<file path="config.mk">
export PLATFORM = sky130hd
export DESIGN_NAME = ram_host_arbiter_flat
export DESIGN_NICKNAME = d
export VERILOG_FILES = /design/src/rtl/ram_host_arbiter_if.sv /design/src/rtl/ram_host_arbiter.sv /design/src/flat_wrapper.sv
export SDC_FILE = /design/constraint.sdc
export NUM_CORES = 1
export LEC_CHECK = 0
export ABC_AREA = 1
export BUFFER_PORTS_ARGS = -buffer_cell sky130_fd_sc_hd__buf_4
export CORE_MARGIN = 4
export CORE_UTILIZATION = 50
export CTS_CLUSTER_SIZE = 8
export DETAILED_ROUTE_END_ITERATION = 8
export PLACE_DENSITY = 0.86
export SKIP_LAST_GASP = 1
export SYNTH_ARGS = -nofsm -noshare
export SYNTH_HDL_FRONTEND = slang
export SYNTH_SLANG_ARGS = --single-unit
</file>
<file path="constraint.sdc">
create_clock -name clk -period 2.4 [get_ports clk]
set_input_delay 0.24 -clock clk [delete_from_list [all_inputs] [get_ports clk]]
set_output_delay 0.24 -clock clk [all_outputs]
set_load 0.005 [all_outputs]
</file>
<file path="src/rtl/ram_host_arbiter_if.sv">
// Bus bundle between ram_host_arbiter and its neighbours: host channel pipes, CPU port and RAM port.
interface ram_host_arbiter_if;
    localparam int unsigned AW = 16;
    localparam int unsigned DW = 8;
    localparam int unsigned CW = 7;

    logic [CW-1:0] chan_addr;
    logic [DW-1:0] h2f_data;
    logic          h2f_valid;
    logic          h2f_ready;
    logic [DW-1:0] f2h_data;
    logic          f2h_valid;
    logic          f2h_ready;
    logic [AW-1:0] cpu_addr;
    logic [DW-1:0] cpu_din;
    logic          cpu_we;
    logic [DW-1:0] cpu_dout;
    logic          cpu_ce;
    logic [AW-1:0] ram_addr;
    logic [DW-1:0] ram_din;
    logic          ram_we;
    logic [DW-1:0] ram_dout;
    logic          run;

    modport slave (
        input  chan_addr, h2f_data, h2f_valid, f2h_ready,
        input  cpu_addr, cpu_din, cpu_we, ram_dout,
        output h2f_ready, f2h_data, f2h_valid,
        output cpu_dout, cpu_ce, ram_addr, ram_din, ram_we, run
    );

    modport master (
        output chan_addr, h2f_data, h2f_valid, f2h_ready,
        output cpu_addr, cpu_din, cpu_we, ram_dout,
        input  h2f_ready, f2h_data, f2h_valid,
        input  cpu_dout, cpu_ce, ram_addr, ram_din, ram_we, run
    );
endinterface

</file>
<file path="src/rtl/ram_host_arbiter.sv">
// Shares a single-port RAM between the CPU and the host channel pipes; host can halt/run the CPU.
// Optional MEM_BRIDGE_AUTOINC_EN: mar post-increments on every completed DATA transfer.
module ram_host_arbiter #(
    parameter logic [6:0] CH_BASE      = 7'h10,
    parameter bit         RUN_ON_RESET = 1'b0
) (
    input logic           clk,
    input logic           reset,
    ram_host_arbiter_if.slave bus
);
    localparam int unsigned AW = 16;
    localparam int unsigned DW = 8;
    localparam int unsigned CW = 7;

    localparam logic [CW-1:0] CH_ADDR_LO = CH_BASE;
    localparam logic [CW-1:0] CH_ADDR_HI = CH_BASE + 7'd1;
    localparam logic [CW-1:0] CH_DATA    = CH_BASE + 7'd2;
    localparam logic [CW-1:0] CH_CTRL    = CH_BASE + 7'd3;

    typedef enum logic [2:0] {
        S_RUN, S_HALT, S_PAUSE, S_H_WR, S_H_RD, S_RD_DATA, S_RESTORE
    } state_t;

    localparam state_t S_INIT = RUN_ON_RESET ? S_RUN : S_HALT;

    state_t        r_state;
    state_t        w_state_nxt;
    logic [AW-1:0] r_mar;
    logic          r_run;
    logic [DW-1:0] r_f2h_data;
    logic          r_rd_fresh;
    logic          r_dir_wr;

    logic          w_sel_data;
    logic          w_wr_pend;
    logic          w_rd_pend;
    logic          w_reg_wr;
    logic [DW-1:0] w_reg_rd_data;
    logic [AW-1:0] w_ram_addr;
    logic [DW-1:0] w_ram_din;
    logic          w_ram_we;
    logic          w_cpu_ce;
    logic          w_h2f_ready;
    logic          w_f2h_valid;
    logic [DW-1:0] w_f2h_data;

    assign w_sel_data = (bus.chan_addr == CH_DATA);
    assign w_wr_pend  = w_sel_data && bus.h2f_valid;
    assign w_rd_pend  = w_sel_data && bus.f2h_ready;
    assign w_reg_wr   = ((r_state == S_RUN) || (r_state == S_HALT)) && bus.h2f_valid && !w_sel_data;

    always_comb begin
        w_reg_rd_data = '0;
        if (bus.chan_addr == CH_ADDR_LO)      w_reg_rd_data = r_mar[7:0];
        else if (bus.chan_addr == CH_ADDR_HI) w_reg_rd_data = r_mar[15:8];
        else if (bus.chan_addr == CH_CTRL)    w_reg_rd_data = {7'b0, r_run};
    end

    // Next state: a CTRL run request in HALT wins over a DATA access so it is served first.
    always_comb begin
        w_state_nxt = r_state;
        case (r_state)
            S_RUN: begin
                if (w_wr_pend || w_rd_pend) w_state_nxt = S_PAUSE;
                else if (!r_run)            w_state_nxt = S_HALT;
            end
            S_HALT: begin
                if (r_run)          w_state_nxt = S_RUN;
                else if (w_wr_pend) w_state_nxt = S_H_WR;
                else if (w_rd_pend) w_state_nxt = S_H_RD;
            end
            S_PAUSE:   w_state_nxt = r_dir_wr ? S_H_WR : S_H_RD;
            S_H_WR:    w_state_nxt = S_RESTORE;
            S_H_RD:    w_state_nxt = S_RD_DATA;
            S_RD_DATA: if (bus.f2h_ready) w_state_nxt = S_RESTORE;
            S_RESTORE: w_state_nxt = r_run ? S_RUN : S_HALT;
            default:   w_state_nxt = S_HALT;
        endcase
    end

    // RAM mux and host handshakes; reset forces every strobe inactive in the same cycle.
    always_comb begin
        w_ram_addr  = bus.cpu_addr;
        w_ram_din   = bus.cpu_din;
        w_ram_we    = 1'b0;
        w_cpu_ce    = 1'b0;
        w_h2f_ready = 1'b0;
        w_f2h_valid = 1'b0;
        w_f2h_data  = w_reg_rd_data;
        case (r_state)
            S_RUN: begin
                w_ram_we    = bus.cpu_we;
                w_cpu_ce    = 1'b1;
                w_h2f_ready = !w_sel_data;
                w_f2h_valid = !w_sel_data;
            end
            S_HALT: begin
                w_h2f_ready = !w_sel_data;
                w_f2h_valid = !w_sel_data;
            end
            S_H_WR: begin
                w_ram_addr  = r_mar;
                w_ram_din   = bus.h2f_data;
                w_ram_we    = 1'b1;
                w_h2f_ready = 1'b1;
            end
            S_H_RD: w_ram_addr = r_mar;
            S_RD_DATA: begin
                w_ram_addr  = r_mar;
                w_f2h_valid = 1'b1;
                w_f2h_data  = r_rd_fresh ? bus.ram_dout : r_f2h_data;
            end
            default: ;
        endcase
        if (reset) begin
            w_ram_we    = 1'b0;
            w_cpu_ce    = RUN_ON_RESET;
            w_h2f_ready = 1'b0;
            w_f2h_valid = 1'b0;
            w_f2h_data  = '0;
        end
    end

`ifdef MEM_BRIDGE_AUTOINC_EN
    logic w_xfer_done;
    assign w_xfer_done = (r_state == S_H_WR) || ((r_state == S_RD_DATA) && bus.f2h_ready);
`endif

    // r_rd_fresh marks the first RD_DATA cycle, when the synchronous RAM read has just landed.
    always_ff @(posedge clk) begin
        if (reset) begin
            r_state    <= S_INIT;
            r_mar      <= '0;
            r_run      <= RUN_ON_RESET;
            r_f2h_data <= '0;
            r_rd_fresh <= 1'b0;
            r_dir_wr   <= 1'b0;
        end else begin
            r_state    <= w_state_nxt;
            r_rd_fresh <= (r_state == S_H_RD);
            if (r_rd_fresh)        r_f2h_data <= bus.ram_dout;
            if (r_state == S_RUN)  r_dir_wr   <= w_wr_pend;
            if (w_reg_wr) begin
                if (bus.chan_addr == CH_ADDR_LO) r_mar[7:0]  <= bus.h2f_data;
                if (bus.chan_addr == CH_ADDR_HI) r_mar[15:8] <= bus.h2f_data;
                if (bus.chan_addr == CH_CTRL)    r_run       <= bus.h2f_data[0];
            end
`ifdef MEM_BRIDGE_AUTOINC_EN
            if (w_xfer_done) r_mar <= r_mar + 16'd1;
`endif
        end
    end

    assign bus.ram_addr  = w_ram_addr;
    assign bus.ram_din   = w_ram_din;
    assign bus.ram_we    = w_ram_we;
    assign bus.cpu_ce    = w_cpu_ce;
    assign bus.cpu_dout  = bus.ram_dout;
    assign bus.h2f_ready = w_h2f_ready;
    assign bus.f2h_valid = w_f2h_valid;
    assign bus.f2h_data  = w_f2h_data;
    assign bus.run       = r_run;
endmodule

</file>
<file path="src/flat_wrapper.sv">
// flat-port wrapper written by rule: the top's interface ports become plain ports
module ram_host_arbiter_flat 
#(
    parameter logic [6:0] CH_BASE      = 7'h10,
    parameter bit         RUN_ON_RESET = 1'b0
)
  (clk, reset, bus_chan_addr, bus_h2f_data, bus_h2f_valid, bus_f2h_ready, bus_cpu_addr, bus_cpu_din, bus_cpu_we, bus_ram_dout, bus_h2f_ready, bus_f2h_data, bus_f2h_valid, bus_cpu_dout, bus_cpu_ce, bus_ram_addr, bus_ram_din, bus_ram_we, bus_run);
  ram_host_arbiter_if bus_i ();
  input logic clk;
  input logic reset;
  input wire logic [$bits(bus_i.chan_addr)-1:0] bus_chan_addr;
  input wire logic [$bits(bus_i.h2f_data)-1:0] bus_h2f_data;
  input wire logic [$bits(bus_i.h2f_valid)-1:0] bus_h2f_valid;
  input wire logic [$bits(bus_i.f2h_ready)-1:0] bus_f2h_ready;
  input wire logic [$bits(bus_i.cpu_addr)-1:0] bus_cpu_addr;
  input wire logic [$bits(bus_i.cpu_din)-1:0] bus_cpu_din;
  input wire logic [$bits(bus_i.cpu_we)-1:0] bus_cpu_we;
  input wire logic [$bits(bus_i.ram_dout)-1:0] bus_ram_dout;
  output wire logic [$bits(bus_i.h2f_ready)-1:0] bus_h2f_ready;
  output wire logic [$bits(bus_i.f2h_data)-1:0] bus_f2h_data;
  output wire logic [$bits(bus_i.f2h_valid)-1:0] bus_f2h_valid;
  output wire logic [$bits(bus_i.cpu_dout)-1:0] bus_cpu_dout;
  output wire logic [$bits(bus_i.cpu_ce)-1:0] bus_cpu_ce;
  output wire logic [$bits(bus_i.ram_addr)-1:0] bus_ram_addr;
  output wire logic [$bits(bus_i.ram_din)-1:0] bus_ram_din;
  output wire logic [$bits(bus_i.ram_we)-1:0] bus_ram_we;
  output wire logic [$bits(bus_i.run)-1:0] bus_run;
  assign bus_i.chan_addr = bus_chan_addr;
  assign bus_i.h2f_data = bus_h2f_data;
  assign bus_i.h2f_valid = bus_h2f_valid;
  assign bus_i.f2h_ready = bus_f2h_ready;
  assign bus_i.cpu_addr = bus_cpu_addr;
  assign bus_i.cpu_din = bus_cpu_din;
  assign bus_i.cpu_we = bus_cpu_we;
  assign bus_i.ram_dout = bus_ram_dout;
  assign bus_h2f_ready = bus_i.h2f_ready;
  assign bus_f2h_data = bus_i.f2h_data;
  assign bus_f2h_valid = bus_i.f2h_valid;
  assign bus_cpu_dout = bus_i.cpu_dout;
  assign bus_cpu_ce = bus_i.cpu_ce;
  assign bus_ram_addr = bus_i.ram_addr;
  assign bus_ram_din = bus_i.ram_din;
  assign bus_ram_we = bus_i.ram_we;
  assign bus_run = bus_i.run;
  ram_host_arbiter #(.CH_BASE(CH_BASE), .RUN_ON_RESET(RUN_ON_RESET)) u_core (.clk(clk), .reset(reset), .bus(bus_i));
endmodule
</file>
==> results of run 1 <==
## power breakdown
group	leakage, nW	total, mW	internal [mW]	switching, mW
Combinational	1.21	0.861	0.399	0.463
Clock	0.0482	0.417	0.231	0.186
Sequential	0.242	0.550	0.525	0.0244
Total	1.50	1.83	1.15	0.673
## cell usage in the layout, fill, tap and decap left out, drive strengths merged
cell type,netlist,layout
nor2,53,53
nor3,4,4
clkbuf,6,7
clkinv,1,2
dfxtp,30,30
o21ai,20,20
nand3b,1,1
nand4,2,2
mux2i,7,7
buf,14,100
nand3,18,18
o211ai,7,7
a21oi,19,19
inv,42,42
nand2,106,106
## registers in the layout (all words and copies together), names as in the netlist
register           cells
u_core.r_mar          16
u_core.r_rd_fresh      1
u_core.bus.run         1
u_core.r_f2h_data      8
u_core.r_state         3
u_core.r_dir_wr        1
## through the flow
step	power, mW	setup WS [ns]	std cells	util, %	area, um^2
floorplan	1.031	0.9381	330	-	1987
global placement	1.396	0.7280	458	71.22	2666
detailed placement	1.418	0.6715	458	71.22	2666
CTS	1.827	0.3623	466	73.66	2758
global route	1.957	0.1694	466	73.66	2758
finish	1.828	0.3498	466	73.66	2758
## layout make-up
| type | instances | area (um^2) |
|---|---|---|
| Multi-Input combinational cell | 237 | 1094 |
| Fill cell | 323 | 985.9 |
| Timing Repair Buffer | 100 | 750.7 |
| Sequential cell | 30 | 600.6 |
| Inverter | 43 | 161.4 |
| Clock buffer | 7 | 86.33 |
| Tap cell | 48 | 60.06 |
| Clock inverter | 1 | 5.005 |
## Yosys cell counts
cell      count  share of area [%]
a21oi_1      19                4.8
buf_2         4                1.0
buf_4         8                3.0
buf_6         2                1.1
clkbuf_1      5               0.94
clkbuf_8      1               0.69
clkinv_1      1               0.19
dfxtp_1      30                 30
inv_1        41                7.7
inv_2         1               0.19
mux2i_1       7                3.5
nand2_1     105                 20
nand2_2       1               0.32
nand3_1      16                4.0
nand3_2       1               0.50
nand3_4       1               0.88
nand3b_1      1               0.38
nand4_1       1               0.32
nand4_2       1               0.63
nor2_1       52                9.8
nor2_4        1               0.57
nor3_1        3               0.76
nor3_4        1               0.82
o211ai_1      7                2.6
o21ai_0      20                5.0
## cell families after synthesis
| kind of cell | after synthesis | share of synthesized area (%) |
|---|---|---|
| AOI/OAI and AO/OA | 46 | 12.47 |
| muxes | 7 | 3.527 |
| and+or+nand+nor | 184 | 38.85 |
| DFF | 30 | 30.23 |
| buffers and inverters | 63 | 14.92 |
## layer usage
metal  up-vias  part of all wire (%)  GRT usage [%]
li1       1196                     -              -
met1       972                    42          27.92
met2       113                    46          37.80
met3        11                   9.9          5.966
met4         0                   1.5          7.516
met5         -                     0              0
## worst max-delay path: cells and delay by family, from the launching register on
| kind | cells | cell delay, ns |
|---|---|---|
| and+or+nand+nor | 2 | 0.19 |
| AOI/OAI and AO/OA | 2 | 0.29 |
| buffers and inverters | 4 | 0.67 |
| DFF | 1 | 0.36 |
## path summary, 6_finish.rpt
path                              from                   end  slack (ns)
setup / recovery     u_core.r_state[2]      bus_ram_addr[14]        0.35
hold / removal         bus_h2f_data[6]       u_core.r_mar[6]        0.20
setup reg to reg     u_core.r_state[1]      u_core.r_mar[10]        0.77
hold reg to reg   u_core.r_f2h_data[5]  u_core.r_f2h_data[5]        0.48
==> impl_metrics.py, run 1 <==
metrics = {
    "clock_tree": {
        "h-tree-depth": 2,
        "postCtsHoldBufs": 0,
        "clockBufferDepth": 2,
        "cts_buffers": 5,
        "worstSkewPairLatency_ns": 0.28,
        "cts_sinks": 30,
        "cts_tree": "built",
        "post_cts_buffers": 0,
        "cts_resized": 0,
        "clk_pin_slew_worst_paths_ns": 0.06,
        "cts_root_buffer": "clkbuf_8",
    },
    "worst_setup_path": {
        "crit_type": "reg -> out",
        "arrival_ns": 1.81,
        "critPathSlowestCell": "dfxtp_1",
        "r2r_cells": 6,
        "startpoint_type": "flop",
        "critical-path-max-stage-delay_ns": 0.36,
        "cpMostUsedCell": "buf_4",
        "crit_required_ns": 2.16,
        "critical_path_peak_fanout": 30,
        "end_kind": "primary output",
        "cp_cell_sequence": "inv_1 > nand3_1 > inv_2 > a21oi_2 > buf_4 > nand2_1 > o21ai_0 > buf_4",
    },
    "route": {
        "routed_wl_um": 5706,
        "drtIter0Drc": 137,
        "vias": 2292,
        "viasPerCell": 4.918,
        "wl_per_cell_um": 12.24,
        "drc": 0,
        "drtAntennaViolNets": 0,
        "dr.pass1.iters": 5,
    },
    "sta": {
        "tns_ns": 0,
        "fin_crit_ns": 2.050,
        "finalCritPeriodShare_pct": 85.43,
        "grt_setup_unrepaired": "false",
        "timing.hold.ws_ns": 0.1998,
        "finClkSkew_ns": 0.003208,
        "tightest_slew_ns": 0.4601,
        "setup_viol": 0,
        "slew_headroom_pct": 69.21,
        "slew_violations": 0,
        "fmax_ghz": 0.4877,
        "finalHoldViolCount": 0,
    },
    "yosys": {
        "syn_area_per_cell_um2": 6.021,
        "synth_seq_cells": 30,
        "ys_types": 25,
        "ys_warn_count": 0,
        "ys_seq_area_share_pct": 30.23,
        "synth_area_um2": 1987,
        "netlist_instances": 330,
        "syn-num-nets": 382,
    },
    "run": {
        "drv_cap": 0,
    },
    "placement": {
        "dp_hpwl_um": 4610,
        "portBuffers": 96,
        "gp_congestion": 0.8892,
    },
    "final_layout": {
        "diodes": 0,
        "finalNetCount": 469,
        "drive_gt1_share_pct": 27.51,
        "area_growth_syn_to_layout_pct": 38.79,
    },
    "floorplan": {
        "die_h_um": 71.04,
        "die-area_um2": 5047,
        "io_pins": 97,
        "rows": 22,
        "fp.coreArea_um2": 3744,
        "die_w_um": 71.04,
        "start_util_pct": 53.07,
    },
    "outcome": {
        "status": "complete, no violations",
    },
    "power": {
        "power_density_nw_per_um2": 662.8,
        "leakagePower_nw": 1.502,
        "ir_worst_vdd_mv": 0.4631,
    },
    "min_path": {
        "min_path_type": "in -> reg",
        "worstHoldPathCells": 3,
    },
    "global_route": {
        "grtUsageTotal_pct": 22.53,
        "overflow": 0,
        "antenna_found_initial": 0,
        "grt_pass1_vias": 2081,
        "grt_first_pass_wirelength_um": 9287,
        "grt_max_degree": 31,
    },
}
Note: power is estimated with default switching activity, not from simulation.
==> run 2, diff against run 1 <==
--- a/config.mk
+++ b/config.mk
@@ -11,7 +11,7 @@
 export CORE_UTILIZATION = 50
 export CTS_CLUSTER_SIZE = 8
 export DETAILED_ROUTE_END_ITERATION = 8
-export PLACE_DENSITY = 0.86
+export PLACE_DENSITY = 0.93
 export SKIP_LAST_GASP = 1
 export SYNTH_ARGS = -nofsm -noshare
 export SYNTH_HDL_FRONTEND = slang
==> impl_metrics.py, run 2 (same netlist as run 1, synthesis figures left out) <==
metrics = {
    "outcome": {
        "status": "complete, no violations",
    },
    "global_route": {
        "overflow": 0,
        "grt_pass1_vias": 2226,
        "antenna_found_initial": 0,
        "grtUsageTotal_pct": 22.99,
        "grt_max_degree": 23,
        "grt_first_pass_wirelength_um": 9446,
    },
    "final_layout": {
        "mostFrequentLayoutCells": "nand2_1 (105), buf_4 (101), nor2_1 (52)",
        "diodes": 0,
        "nFillCells": 308,
        "area_growth_syn_to_layout_pct": 38.54,
        "finalNetCount": 470,
        "final_common_cell": "nand2_1",
        "largest_register_ff_count": 16,
        "largestRegisters": "u_core.r_mar (16), u_core.r_f2h_data (8), u_core.r_state (3)",
        "top_register": "u_core.r_mar",
        "drive_gt1_share_pct": 27.75,
        "final_cells": 466,
        "final_util_pct": 73.53,
    },
    "route": {
        "viasPerCell": 5.019,
        "routed_wl_um": 5757,
        "drc": 0,
        "dr.pass1.iters": 5,
        "vias": 2339,
        "wl_per_cell_um": 12.35,
        "drtIter0Drc": 129,
        "drtAntennaViolNets": 0,
    },
    "placement": {
        "dp_slack_ns": 0.6925,
        "gp_congestion": 0.9618,
        "dp.cells": 459,
        "portBuffers": 96,
        "dp_hpwl_um": 4478,
    },
    "min_path": {
        "min_path_type": "in -> reg",
        "worstHoldPathCells": 3,
    },
    "floorplan": {
        "die_h_um": 71.04,
        "rows": 22,
        "fp.coreArea_um2": 3744,
        "start_util_pct": 53.07,
        "die_w_um": 71.04,
        "io_pins": 97,
        "die-area_um2": 5047,
    },
    "power": {
        "power_density_nw_per_um2": 655.6,
        "ir_worst_vdd_mv": 0.3303,
        "leakagePower_nw": 1.502,
    },
    "worst_setup_path": {
        "end_kind": "primary output",
        "critical_path_peak_fanout": 9,
        "r2r_cells": 6,
        "crit_required_ns": 2.16,
        "startpoint_type": "flop",
        "crit_type": "reg -> out",
        "arrival_ns": 1.74,
    },
    "clock_tree": {
        "clk_pin_slew_worst_paths_ns": 0.06,
        "cts_buffers": 5,
        "cts_root_buffer": "clkbuf_8",
        "h-tree-depth": 2,
        "cts_sinks": 30,
        "worstSkewPairLatency_ns": 0.28,
        "cts_tree": "built",
        "post_cts_buffers": 0,
        "clockBufferDepth": 2,
        "cts_resized": 0,
        "postCtsHoldBufs": 0,
    },
    "sta": {
        "slew_headroom_pct": 69.58,
        "finalHoldViolCount": 0,
        "timing.final.ws_setup_ns": 0.4205,
        "fmax_ghz": 0.5052,
        "tns_ns": 0,
        "tightest_slew_ns": 0.4546,
        "fin_crit_ns": 1.979,
        "setup_viol": 0,
        "finalCritPeriodShare_pct": 82.48,
        "finClkSkew_ns": 0.006604,
        "slew_violations": 0,
        "grt_setup_unrepaired": "false",
        "timing.hold.ws_ns": 0.2058,
    },
    "run": {
        "drv_cap": 0,
    },
}
## run 2: cell count changes in the layout (fill, tap and decap cells not counted), sizes merged
cell,previous run,this run
buf,100,101
clkbuf,7,5
clkinv,2,3
## run 2: where the power goes
group,switching [mW],leakage (nW),internal (mW)
clock,0.185,0.0438,0.194
sequential,0.0238,0.242,0.525
combinational,0.468,1.22,0.409
total,0.677,1.50,1.13
## run 2: final cells by class
cell class                 count  area (um^2)  area share (%)
timing repair buffer         101        758.2           27.55
clock buffer                   5        68.82           2.500
clock inverter                 2        10.01          0.3636
inverter                      43        161.4           5.864
tap                           48        60.06           2.182
multi-input combinational    237         1094           39.73
sequential                    30        600.6           21.82
## run 2: final timing paths
| kind | startpoint | end | slack, ns |
|---|---|---|---|
| setup reg to reg | u_core.r_state[1] | u_core.r_mar[10] | 0.78 |
| hold / removal | bus_h2f_data[4] | u_core.r_mar[4] | 0.21 |
| setup / recovery | u_core.r_state[1] | bus_f2h_data[0] | 0.42 |
| hold reg to reg | u_core.r_f2h_data[7] | u_core.r_f2h_data[7] | 0.49 |
## run 2: worst max-delay path: stages, from the launching register on
cell	delay (ns)
dfxtp_1	0.35
inv_1	0.16
nand2_1	0.09
nor2_1	0.14
clkinv_1	0.25
a21oi_1	0.27
a21oi_1	0.06
buf_4	0.14
## run 2: metal layers
layer | global-route usage [%] | routed length (um)
met1 | 26.08 | 2254
met2 | 40.16 | 2771
met3 | 6.392 | 584
met4 | 9.812 | 146
met5 | 0 | 0
## run 2: stage by stage
stage,power [mW],area (um^2)
final,1.805,2753
after CTS,1.805,2753
after global routing,1.932,2753
after detailed placement,1.430,2674
after global placement,1.408,2674
after floorplan,1.031,1987
==> run 3, diff against run 2 <==
--- a/config.mk
+++ b/config.mk
@@ -5,13 +5,13 @@
 export SDC_FILE = /design/constraint.sdc
 export NUM_CORES = 1
 export LEC_CHECK = 0
-export ABC_AREA = 1
+export ABC_AREA = 0
 export BUFFER_PORTS_ARGS = -buffer_cell sky130_fd_sc_hd__buf_4
 export CORE_MARGIN = 4
-export CORE_UTILIZATION = 50
+export CORE_UTILIZATION = 41
 export CTS_CLUSTER_SIZE = 8
 export DETAILED_ROUTE_END_ITERATION = 8
-export PLACE_DENSITY = 0.93
+export PLACE_DENSITY = 0.83
 export SKIP_LAST_GASP = 1
 export SYNTH_ARGS = -nofsm -noshare
 export SYNTH_HDL_FRONTEND = slang
==> constraint.sdc (replaced) <==
create_clock -name clk -period 1.7 [get_ports clk]
set_input_delay 0.17 -clock clk [delete_from_list [all_inputs] [get_ports clk]]
set_output_delay 0.17 -clock clk [all_outputs]
set_load 0.005 [all_outputs]
==> impl_metrics.py, run 3 <==
metrics = {
    "yosys": {
        "synth_top_cell_by_area": "dfxtp_1",
        "netlist_instances": 206,
        "synth.area.top_cells": "dfxtp_1 (31%), mux2_2 (22%), mux2i_1 (10%)",
        "syn-num-nets": 258,
        "synth_seq_cells": 30,
        "ys_seq_area_share_pct": 31.25,
        "synth_edf_count": 0,
        "synth_top_area_share_pct": 31.25,
        "synth-main-ff-cell": "dfxtp_1",
        "syn_area_per_cell_um2": 9.329,
        "synth-async-reset-ratio_pct": 0,
        "netlist_top_cells_count": "mux2_2 (37), dfxtp_1 (30), nor2_1 (30)",
        "synth_most_common_cell": "mux2_2",
        "synth_area_um2": 1922,
        "ys_warn_count": 0,
        "ys_types": 34,
    },
    "floorplan": {
        "die_w_um": 76.47,
        "start_util_pct": 43.24,
        "die-area_um2": 5847,
        "fp.coreArea_um2": 4444,
        "die_h_um": 76.47,
        "io_pins": 97,
        "rows": 24,
    },
    "route": {
        "drtIter0Drc": 107,
        "routed_wl_um": 5759,
        "drc": 0,
        "vias": 1928,
        "dr.pass1.iters": 4,
        "viasPerCell": 5.416,
        "wl_per_cell_um": 16.18,
        "drtAntennaViolNets": 0,
    },
    "sta": {
        "grt_setup_unrepaired": "true",
        "timing.final.ws_setup_ns": -0.04379,
        "fmax_ghz": 0.5735,
        "finalHoldViolCount": 0,
        "setup_viol": 24,
        "finalCritPeriodShare_pct": 102.6,
        "finClkSkew_ns": 0.002629,
        "tns_ns": -0.5722,
        "timing.hold.ws_ns": 0.1197,
        "slew_headroom_pct": 71.80,
        "tightest_slew_ns": 0.4230,
        "slew_violations": 0,
        "fin_crit_ns": 1.744,
    },
    "final_layout": {
        "largest_register_ff_count": 16,
        "nFillCells": 339,
        "multi_input_area_um2": 1350,
        "finalNetCount": 356,
        "top_register": "u_core.r_mar",
        "area_growth_syn_to_layout_pct": 61.39,
        "final_area_um2": 3102,
        "largestRegisters": "u_core.r_mar (16), u_core.r_f2h_data (8), u_core.r_state (3)",
        "drive_gt1_share_pct": 60.53,
        "diodes": 0,
        "mostFrequentLayoutCells": "buf_4 (89), nor2_1 (28), dfxtp_1 (25)",
        "final_common_cell": "buf_4",
        "seqCellArea_um2": 611.8,
    },
    "power": {
        "comb_power_share_pct": 20.6,
        "intPower_mw": 1.181,
        "power_frac_seq_pct": 45.0,
        "p_clk_share_pct": 34.4,
        "power_density_nw_per_um2": 504.0,
        "switching_power_mw": 0.3824,
        "ir_worst_vdd_mv": 0.3227,
        "leakagePower_nw": 1.340,
        "p_sw_share_pct": 24.46,
        "power_mw": 1.563,
    },
    "global_route": {
        "overflow": 0,
        "antenna_found_initial": 0,
        "grt_pass1_vias": 1848,
        "grt_max_degree": 41,
        "grtUsageTotal_pct": 19.25,
        "grt_first_pass_wirelength_um": 9032,
    },
    "clock_tree": {
        "worstSkewPairLatency_ns": 0.28,
        "clk_pin_slew_worst_paths_ns": 0.06,
        "cts_root_buffer": "clkbuf_8",
        "clockBufferDepth": 2,
        "cts_sinks": 30,
        "cts_buffers": 5,
        "h-tree-depth": 2,
        "cts_tree": "built",
    },
    "worst_setup_path": {
        "startpoint_type": "flop",
        "end_kind": "primary output",
        "crit_type": "reg -> out",
        "crit_required_ns": 1.53,
        "arrival_ns": 1.57,
        "critical_path_peak_fanout": 8,
    },
    "placement": {
        "place_area_um2": 2726,
        "portBuffers": 96,
        "gp_congestion": 0.8903,
        "dp_slack_ns": -0.05715,
        "dp_hpwl_um": 4169,
    },
    "min_path": {
        "min_path_type": "in -> reg",
    },
    "run": {
        "drv_cap": 0,
    },
    "outcome": {
        "failed_checks": "setup timing",
        "status": "finished with violations",
    },
}
-- run 3: cell types whose count changed after synthesis, moves of 3 or more --
cell,previous run,this run
a22oi_1,0,7
mux2i_1,7,20
nand2b_1,0,3
nand3_1,16,0
buf_2,4,0
o21ai_0,20,1
a21oi_1,19,6
inv_1,41,1
o211ai_1,7,2
clkbuf_1,5,14
nand2_1,105,8
mux2_2,0,37
nor2_1,52,30
nor2b_1,0,7
-- run 3: logic make-up after synthesis --
| group | share of synthesized area [%] |
|---|---|
| buffers and inverters | 6.445 |
| AND/OR/NAND/NOR | 21.03 |
| AO/OA/AOI/OAI | 9.180 |
| multiplexers | 32.10 |
| flip-flops | 31.25 |
-- run 3: what timing repair did --
item                                    in CTS  in global routing
cloned                                       1                  0
setup buffers                                1                  3
endpoints found under the setup margin      31                 52
gates resized for setup                     35                 30
hold buffers                                 0                  0
pin swaps                                    1                  9
-- run 3: final cells by class --
class	instances	area share, %
Tap cell	52	2.098
Sequential cell	30	19.73
Inverter	1	0.1210
Multi-Input combinational cell	152	43.53
Timing Repair Buffer	114	31.99
Clock buffer	5	2.219
Clock inverter	2	0.3227
-- run 3: worst paths after layout --
check                                       start                end  slack (ns)  cells past startpoint
worst min register to register    u_core.r_dir_wr    u_core.r_dir_wr        0.48                      2
worst max register to register  u_core.r_state[2]    u_core.r_mar[2]           0                      5
worst min-delay path                bus_f2h_ready  u_core.r_state[2]        0.12                      2
worst max-delay path            u_core.r_state[1]    bus_ram_addr[7]       -0.04                      6
-- run 3: critical path: stages, from the launching register on --
cell and delay, ns:
dfxtp_2 0.34, buf_6 0.11, nand2b_4 0.15, nand2_4 0.11, buf_12 0.15, mux2_4 0.31
buf_6 0.12
-- run 3: power by group through the flow --
stage	registers, mW	logic (mW)	clock network, mW
floorplan	0.721	0.107	0
global placement	0.722	0.274	0
detailed placement	0.722	0.280	0
CTS	0.705	0.304	0.552
global route	0.703	0.347	0.583
finish	0.703	0.322	0.538
-- run 3: through the flow --
stage | cells | util [%]
5_1_grt | 356 | 69.79
6_report | 356 | 69.79
3_5_place_dp | 344 | 61.35
3_3_place_gp | 344 | 61.35
2_1_floorplan | 206 | -
4_1_cts | 353 | 66.61
-- run 3: routing by layer --
layer  up-vias  share of wire (%)  GRT usage [%]
met4         0                1.6          8.152
met2        78                 49          30.84
met3         7                8.1          5.083
met5         -                  0              0
met1       906                 41          24.32
li1        937                  -              -
